[src/rtl/mandel_coord_gen.sv]
`default_nettype none
// +-----------------------------------------------------------------------------+
// | Module      : mandel_coord_gen                                              |
// | Description : Raster-order pixel sweep emitting one signed 4.23 complex     |
// |               coordinate per pixel on a valid/ready source interface.       |
// | Revision    : 1.0  initial release                                          |
// +-----------------------------------------------------------------------------+
module mandel_coord_gen #(
  parameter int H_PIXELS = 640,
  parameter int V_PIXELS = 480,
  parameter int XW       = $clog2(H_PIXELS),
  parameter int YW       = $clog2(V_PIXELS)
) (
  input  logic          clk,
  input  logic          reset,
  input  logic          start,
  input  logic          abort,
  input  logic [26:0]   cfg_r_left,
  input  logic [26:0]   cfg_i_top,
  input  logic [26:0]   cfg_dx,
  input  logic [26:0]   cfg_dy,
  output logic          out_val,
  input  logic          out_rdy,
  output logic [26:0]   out_c_r,
  output logic [26:0]   out_c_i,
  output logic [XW-1:0] out_x,
  output logic [YW-1:0] out_y,
  output logic          busy,
  output logic          frame_done
);

  localparam logic [1:0]    c_IDLE   = 2'd0;
  localparam logic [1:0]    c_RUN    = 2'd1;
  localparam logic [1:0]    c_DONE   = 2'd2;
  localparam logic [XW-1:0] c_X_LAST = XW'(H_PIXELS - 1);
  localparam logic [YW-1:0] c_Y_LAST = YW'(V_PIXELS - 1);
  localparam logic [XW-1:0] c_X_ONE  = XW'(1);
  localparam logic [YW-1:0] c_Y_ONE  = YW'(1);

  logic [1:0]    r_state;
  logic [26:0]   r_r_left;
  logic [26:0]   r_dx;
  logic [26:0]   r_dy;
  logic [26:0]   r_c_r;
  logic [26:0]   r_c_i;
  logic [XW-1:0] r_x;
  logic [YW-1:0] r_y;
  logic          r_val;
  logic          r_busy;
  logic          r_done;

  logic w_xfer;
  logic w_row_end;
  logic w_last_row;

  assign w_xfer     = r_val & out_rdy;
  assign w_row_end  = (r_x == c_X_LAST);
  assign w_last_row = (r_y == c_Y_LAST);

  // The top-row imaginary value is only needed once, so it is loaded straight
  // into the c_i accumulator instead of being kept in its own register.
  always_ff @(posedge clk or negedge reset) begin
    if (!reset) begin
      r_state  <= c_IDLE;
      r_r_left <= '0;
      r_dx     <= '0;
      r_dy     <= '0;
      r_c_r    <= '0;
      r_c_i    <= '0;
      r_x      <= '0;
      r_y      <= '0;
      r_val    <= 1'b0;
      r_busy   <= 1'b0;
      r_done   <= 1'b0;
    end else begin
      r_done <= 1'b0;
      case (r_state)
        c_IDLE: begin
          if (start && !abort) begin
            r_r_left <= cfg_r_left;
            r_dx     <= cfg_dx;
            r_dy     <= cfg_dy;
            r_c_r    <= cfg_r_left;
            r_c_i    <= cfg_i_top;
            r_x      <= '0;
            r_y      <= '0;
            r_val    <= 1'b1;
            r_busy   <= 1'b1;
            r_state  <= c_RUN;
          end
        end
        c_RUN: begin
          if (abort) begin
            r_val   <= 1'b0;
            r_busy  <= 1'b0;
            r_state <= c_IDLE;
          end else if (w_xfer) begin
            if (!w_row_end) begin
              r_x   <= r_x + c_X_ONE;
              r_c_r <= r_c_r + r_dx;
            end else if (!w_last_row) begin
              // Reload c_r at each row start so no error accumulates down the frame.
              r_x   <= '0;
              r_y   <= r_y + c_Y_ONE;
              r_c_r <= r_r_left;
              r_c_i <= r_c_i - r_dy;
            end else begin
              r_val   <= 1'b0;
              r_busy  <= 1'b0;
              r_done  <= 1'b1;
              r_state <= c_DONE;
            end
          end
        end
        c_DONE: begin
          r_state <= c_IDLE;
        end
        default: begin
          r_val   <= 1'b0;
          r_busy  <= 1'b0;
          r_state <= c_IDLE;
        end
      endcase
    end
  end

  assign out_val    = r_val;
  assign out_c_r    = r_c_r;
  assign out_c_i    = r_c_i;
  assign out_x      = r_x;
  assign out_y      = r_y;
  assign busy       = r_busy;
  assign frame_done = r_done;

endmodule
`default_nettype wire

[config.mk]
export PLATFORM = sky130hd
export DESIGN_NAME = mandel_coord_gen
export DESIGN_NICKNAME = d
export VERILOG_FILES = /design/src/rtl/mandel_coord_gen.sv
export SDC_FILE = /design/constraint.sdc
export NUM_CORES = 1
export LEC_CHECK = 0
export CORE_MARGIN = 2
export CORE_UTILIZATION = 57
export CTS_CLUSTER_DIAMETER = 100
export CTS_CLUSTER_SIZE = 28
export DETAILED_ROUTE_END_ITERATION = 10
export GPL_TIMING_DRIVEN = 0
export PLACE_DENSITY = 0.87
export SLEW_MARGIN = 20
export SYNTH_ARGS = -nofsm -noshare
export SYNTH_HDL_FRONTEND = slang
export SYNTH_SLANG_ARGS = --single-unit
[constraint.sdc]
create_clock -name clk -period 6.8 [get_ports clk]
set_input_delay 0.68 -clock clk [delete_from_list [all_inputs] [get_ports clk]]
set_output_delay 0.68 -clock clk [all_outputs]
set_load 0.02 [all_outputs]
; Yosys cells after proc, flatten, opt, wreduce, memory -nomap -nowiden
; Index checks and enable logic that the tools add are counted.
[word_totals]
out_inout_bits = 76
inputBits = 113
reg_bits = 158
wordCells = 79
[op_classes]
muxes = 41
n_bitwise = 2
n_reduce_logical = 9
n_eq_ne = 13
add_sub_neg = 4
[op_table]
columns = cell, count
row1 = $mux W27, 10
row2 = $pmux W27 S2, 2
row3 = $mux W10, 5
row4 = $mux W9, 5
row5 = $add A27 B27 Y27, 1
row6 = $sub A27 B27 Y27, 1
row7 = $pmux W10 S2, 1
row8 = $pmux W9 S2, 1
row9 = $ne A3 B3 Y1 const B, 4
row10 = $add A10 B1 Y10 const B, 1
row11 = $eq A10 B10 Y1 const B, 1
row12 = $mux W1, 10
row13 = $mux W2, 5
row14 = $ne A2 B2 Y1 const B, 5
row15 = $reduce_and A5 Y1, 2
row16 = $add A9 B1 Y9 const B, 1
row17 = $eq A9 B9 Y1 const B, 1
row18 = $reduce_and A6 Y1, 1
row19 = $pmux W2 S2, 1
row20 = $reduce_and A4 Y1, 1
row21 = $pmux W1 S3, 1
row22 = $eq A2 B1 Y1 const B, 1
row23 = $eq A2 B2 Y1 const B, 1
row24 = $logic_not A2 Y1, 1
row25 = other kinds (6), 6

; Logic depth before layout (Yosys ltp)
[logic_depth]
word_depth = 6
depth_mapped = 12
depth_no_buf = 12

; Least setup slack after synthesis
; OpenSTA, ideal clock, no wires.
[synth_timing]
kind = register to register
start = register r_c_r[0] (netlist: out_c_r[0])
end = register r_c_r[26] (netlist: out_c_r[26])
n_path_buf = 0
path_stages_with_launch = 12
arrival_time_ps = 2659
period_less_slack_ps = 2786
setup_ps = 127
t_required_ps = 6673
slack_ps = 4014
path_cell_list = dfrtp_1 ha_1 inv_1 fa_1 nand2b_1 a21oi_1 o41ai_1 o41ai_1 a21oi_1 o21ai_0 nor3b_1 nor3_1
[synth_via]
elab_chain_cells = 5
[synth_lines]
columns = element, line
row1 = from (decl), 44  ; logic [26:0] r_c_r;
row2 = from (signal assigned), 83  ; r_c_r <= cfg_r_left;
row3 = from (signal assigned), 100  ; r_c_r <= r_c_r + r_dx;
row4 = from (signal assigned), 105  ; r_c_r <= r_r_left;
row5 = $add A27 B27 Y27, 100
row6 = $mux W27, 98  ; if (!w_row_end) begin
row7 = $mux W27, 97  ; end else if (w_xfer) begin
row8 = $mux W27, 93  ; if (abort) begin
row9 = $pmux W27 S2, 77  ; case (r_state)
; No other way between the ends. The select of a mux whose other input is x is not followed.
; A chain may end at the register's enable or synchronous reset.

; Final worst setup path
; Same ends and word-level chain as after synthesis.

==> results.md <==
* Clk Latency, worst-skew pair at around 0.44 ns
* Hold WC Path Type: input pin to asynchronous set/reset pin
* Share of layout cells above drive strength 1 at 0.0351
* Synth area leader: dfrtp_1
* Final min period at 3.59 ns
* Final worst setup slack at about 3.2 ns
* Power Dens Cells at 372 mW/mm2
* Initial DRC count at approximately 1100
* Crit path to: out_c_r[26]$_DFFE_PN0P_
* TritonCTS Buffers at 17
* Dpl ws at 3.42 ns
* Crit path launch: out_c_r[0]$_DFFE_PN0P_
* Mean Syn Cell Area at 8.08 um2
* GRT Overall Usage at 0.345
* Vias in the first global route at 9591
* Worst Max-Slew Pin Slew at 1.10 ns
* EDFF count, synth at 0
* Post-Synth XOR/XNOR Area at 0.0450
* Leakage at 0.00559 uW
* Synth Area in Simple Gates at 0.220
* Synth Area in Adders at 0.0735
* Core Rows at 47
* #FFs+latches synth at around 160
* Full die area at 0.0181 mm2
* Cell Area, Synth at about 0.01 mm2
* Syn nets at between 1000 and 1500
* Crit path required time at 7.12 ns
* CP Class: flip-flop to flip-flop
* Cell count after synthesis at 1204
* Fmax at 0.279 GHz
* Synth cell types at 61
* Setup TNS at 0 ns
* Top_reg_cell synth: dfrtp_1
* Ports at 189
* Via density per instance at 5.99
* Initial core utilization at 0.585
* Post-CTS resize count at 0
* Clock Skew at 0.00643 ns
* Chip Width at 135 um
* Crit end category: flip-flop
* Ant diodes at 0
* Initial antenna violation count at 0
* PnR Total Power at 4670 uW
* Top cells by count, synth: 296 x nand2_1, 158 x dfrtp_1, 106 x a21oi_1
* R2R Path End: out_c_r[26]$_DFFE_PN0P_
* Reg2reg path depth at 11
* Total grt overflow at 0
* Worst Hold Margin at 0.209 ns
* TritonCTS clock tree: built
* MaxCap Viol Count at 0
* Final antenna-violating net count at 0
* Rel. slew slack at 0.261
* Die Y-Extent at ~130 um
* Multiplexer share of the synthesized area at 0.00424
* Yosys warning total at 0
* Post-CTS Setup Inserts at 0
* Hold Fails Final Rpt at 0
* Most common cell in the netlist: nand2_1
* First-pass GRT wire length at 48900 um
* CTS Hold Buffers Added at 0
* CP Max Fanout at 4
* H-tree depth at 4
* Core area at 0.0166 mm2
* Outcome: complete, no violations
* Dominant cells by area after synthesis: dfrtp_1 41%, nand2_1 11%, ha_1 6.9%, a21oi_1 5.4%, o21ai_0 5.4%
* RSZ-0062 raised after global routing: no
* Final Cycle Share at 0.528
* Worst-path clk slew at ~0.07 ns
* Total wire length at roughly 31000 um
* Main combinational cell family by area after synthesis: simple AND/OR/NAND/NOR gates
* Final setup violation count at 0
* CP arrival at ~3.9 ns
* Compound-gate portion of the synthesized area at 0.207
* R2R Setup Slk at ~3.2 ns
* Clk Tree Root Cell: clkbuf_16
* Worst vdd ir at around 0.21 mV
* Top cell type's share of synthesized area at 0.406
* Routability Congestion at 0.922
* Reg-to-Reg Start: out_c_r[0]$_DFFE_PN0P_
* Routed len/inst at around 19 um
* DR pass1 iterations at 5
* DRC errors left at 0
* Vias at 9861
* Dpl hpwl at 22800 um
* Ys async rst share at 1.00
* Register area share after synthesis at 0.406
* Critical Path Source Type: flip-flop
* Largest net degree at the start of global routing at 85
* Clock Sinks at between 150 and 200
* Clock Path Buffers at 2
* Area growth syn-to-layout at 28.7%
* Final Max Slew Viols at 0
* Final Net Count at 1581
* Port bufs at 188
state kept, by name, indices dropped and copies added, names as in the netlist:
signal	count
r_state	2
r_dx	27
frame_done	1
out_c_i	27
out_c_r	27
busy	1
out_y	9
r_dy	27
r_r_left	27
out_x	10
routing by layer:
layer	vias up	part of all wire	track usage	wire length (um)
li1	4613	-	-	-
met1	4638	0.40	0.444	12300
met2	512	0.48	0.581	14900
met3	98	0.082	0.0589	2540
met5	-	0	0	0
met4	0	0.037	0.140	1150
layout by cell type (no fill, tap or decap), types with 3 or more instances in the layout:
master and instances:
nand2_1 296, clkdlybuf4s50_1 187, dfrtp_1 158, a21oi_1 106, o21ai_0 105, nor2_1 82
clkbuf_1 55, ha_1 54, inv_1 39, nor3_1 27, a21o_1 26, xor2_1 26
xnor2_1 24, clkbuf_16 17, nand4_1 16, o211ai_1 15, a211oi_1 15, nand2b_1 13
and3_1 12, a31oi_1 12, or3_1 10, o21a_1 9, o41ai_1 9, nor4_1 8
buf_1 8, nand3_1 8, o21bai_1 6, o22ai_1 6, o31ai_1 6, clkinvlp_4 6
nor2b_1 4, a21boi_0 4, buf_2 3, o311ai_0 3, nor3b_1 3, mux2i_1 3
bufinv_16 3
where the power goes:
| group | switching [uW] | internal (uW) | total (uW) | leakage (uW) |
|---|---|---|---|---|
| Clock | 411 | 589 | 1000 | 0.000275 |
| Sequential | 187 | 1150 | 1340 | 0.00196 |
| Combinational | 1350 | 979 | 2330 | 0.00335 |
stage by stage:
step	util	area, um2	std cells
5_1_grt	0.753	12500	1645
3_3_place_gp	0.715	11900	1612
4_1_cts	0.753	12500	1645
6_report	0.753	12500	1645
3_5_place_dp	0.716	11900	1613
2_1_floorplan	-	9730	1204
cell type report:
class,instances,area [um2]
Multi-Input combinational cell,940,5360
Fill cell,1284,4110
Sequential cell,158,3950
Timing Repair Buffer,189,1910
Clock buffer,20,447
Tap cell,220,275
Buffer,67,274
Clock inverter,12,161
Inverter,39,146
worst min-delay path by stage:
| stage | startpoint | to | slack [ns] | cells past startpoint |
|---|---|---|---|---|
| 3_3_place_gp | r_r_left[14]$_DFFE_PN0P_ | r_r_left[14]$_DFFE_PN0P_ | 0.45 | 2 |
| 3_5_place_dp | r_r_left[4]$_DFFE_PN0P_ | r_r_left[4]$_DFFE_PN0P_ | 0.46 | 2 |
| 6_report | reset | out_c_i[18]$_DFFE_PN0P_ | 0.21 | 1 |
| 4_1_cts | reset | r_dy[18]$_DFFE_PN0P_ | 0.23 | 1 |
| 2_1_floorplan | reset | busy$_DFFE_PN0P_ | 0.38 | 0 |
| 5_1_grt | reset | out_c_i[18]$_DFFE_PN0P_ | 0.26 | 1 |
cells by family after synthesis:
logic type / count (synthesis)
buf+inv: 106
simple gates: 492
xor+xnor: 50
fa+ha+maj: 56
flops: 158
mux: 4
compound gates: 338
worst max-delay path, stage by stage (launching register included):
cell and delay (ns):
dfrtp_1 0.40, ha_1 0.20, inv_1 0.06, fa_1 0.39, nand2b_1 0.20, a21oi_1 0.27, o41ai_1 0.23, o41ai_1 0.72
a21oi_1 0.26, o21ai_0 0.42, nor3b_1 0.26, nor3_1 0.07
Power figures use the tool's default switching activity.
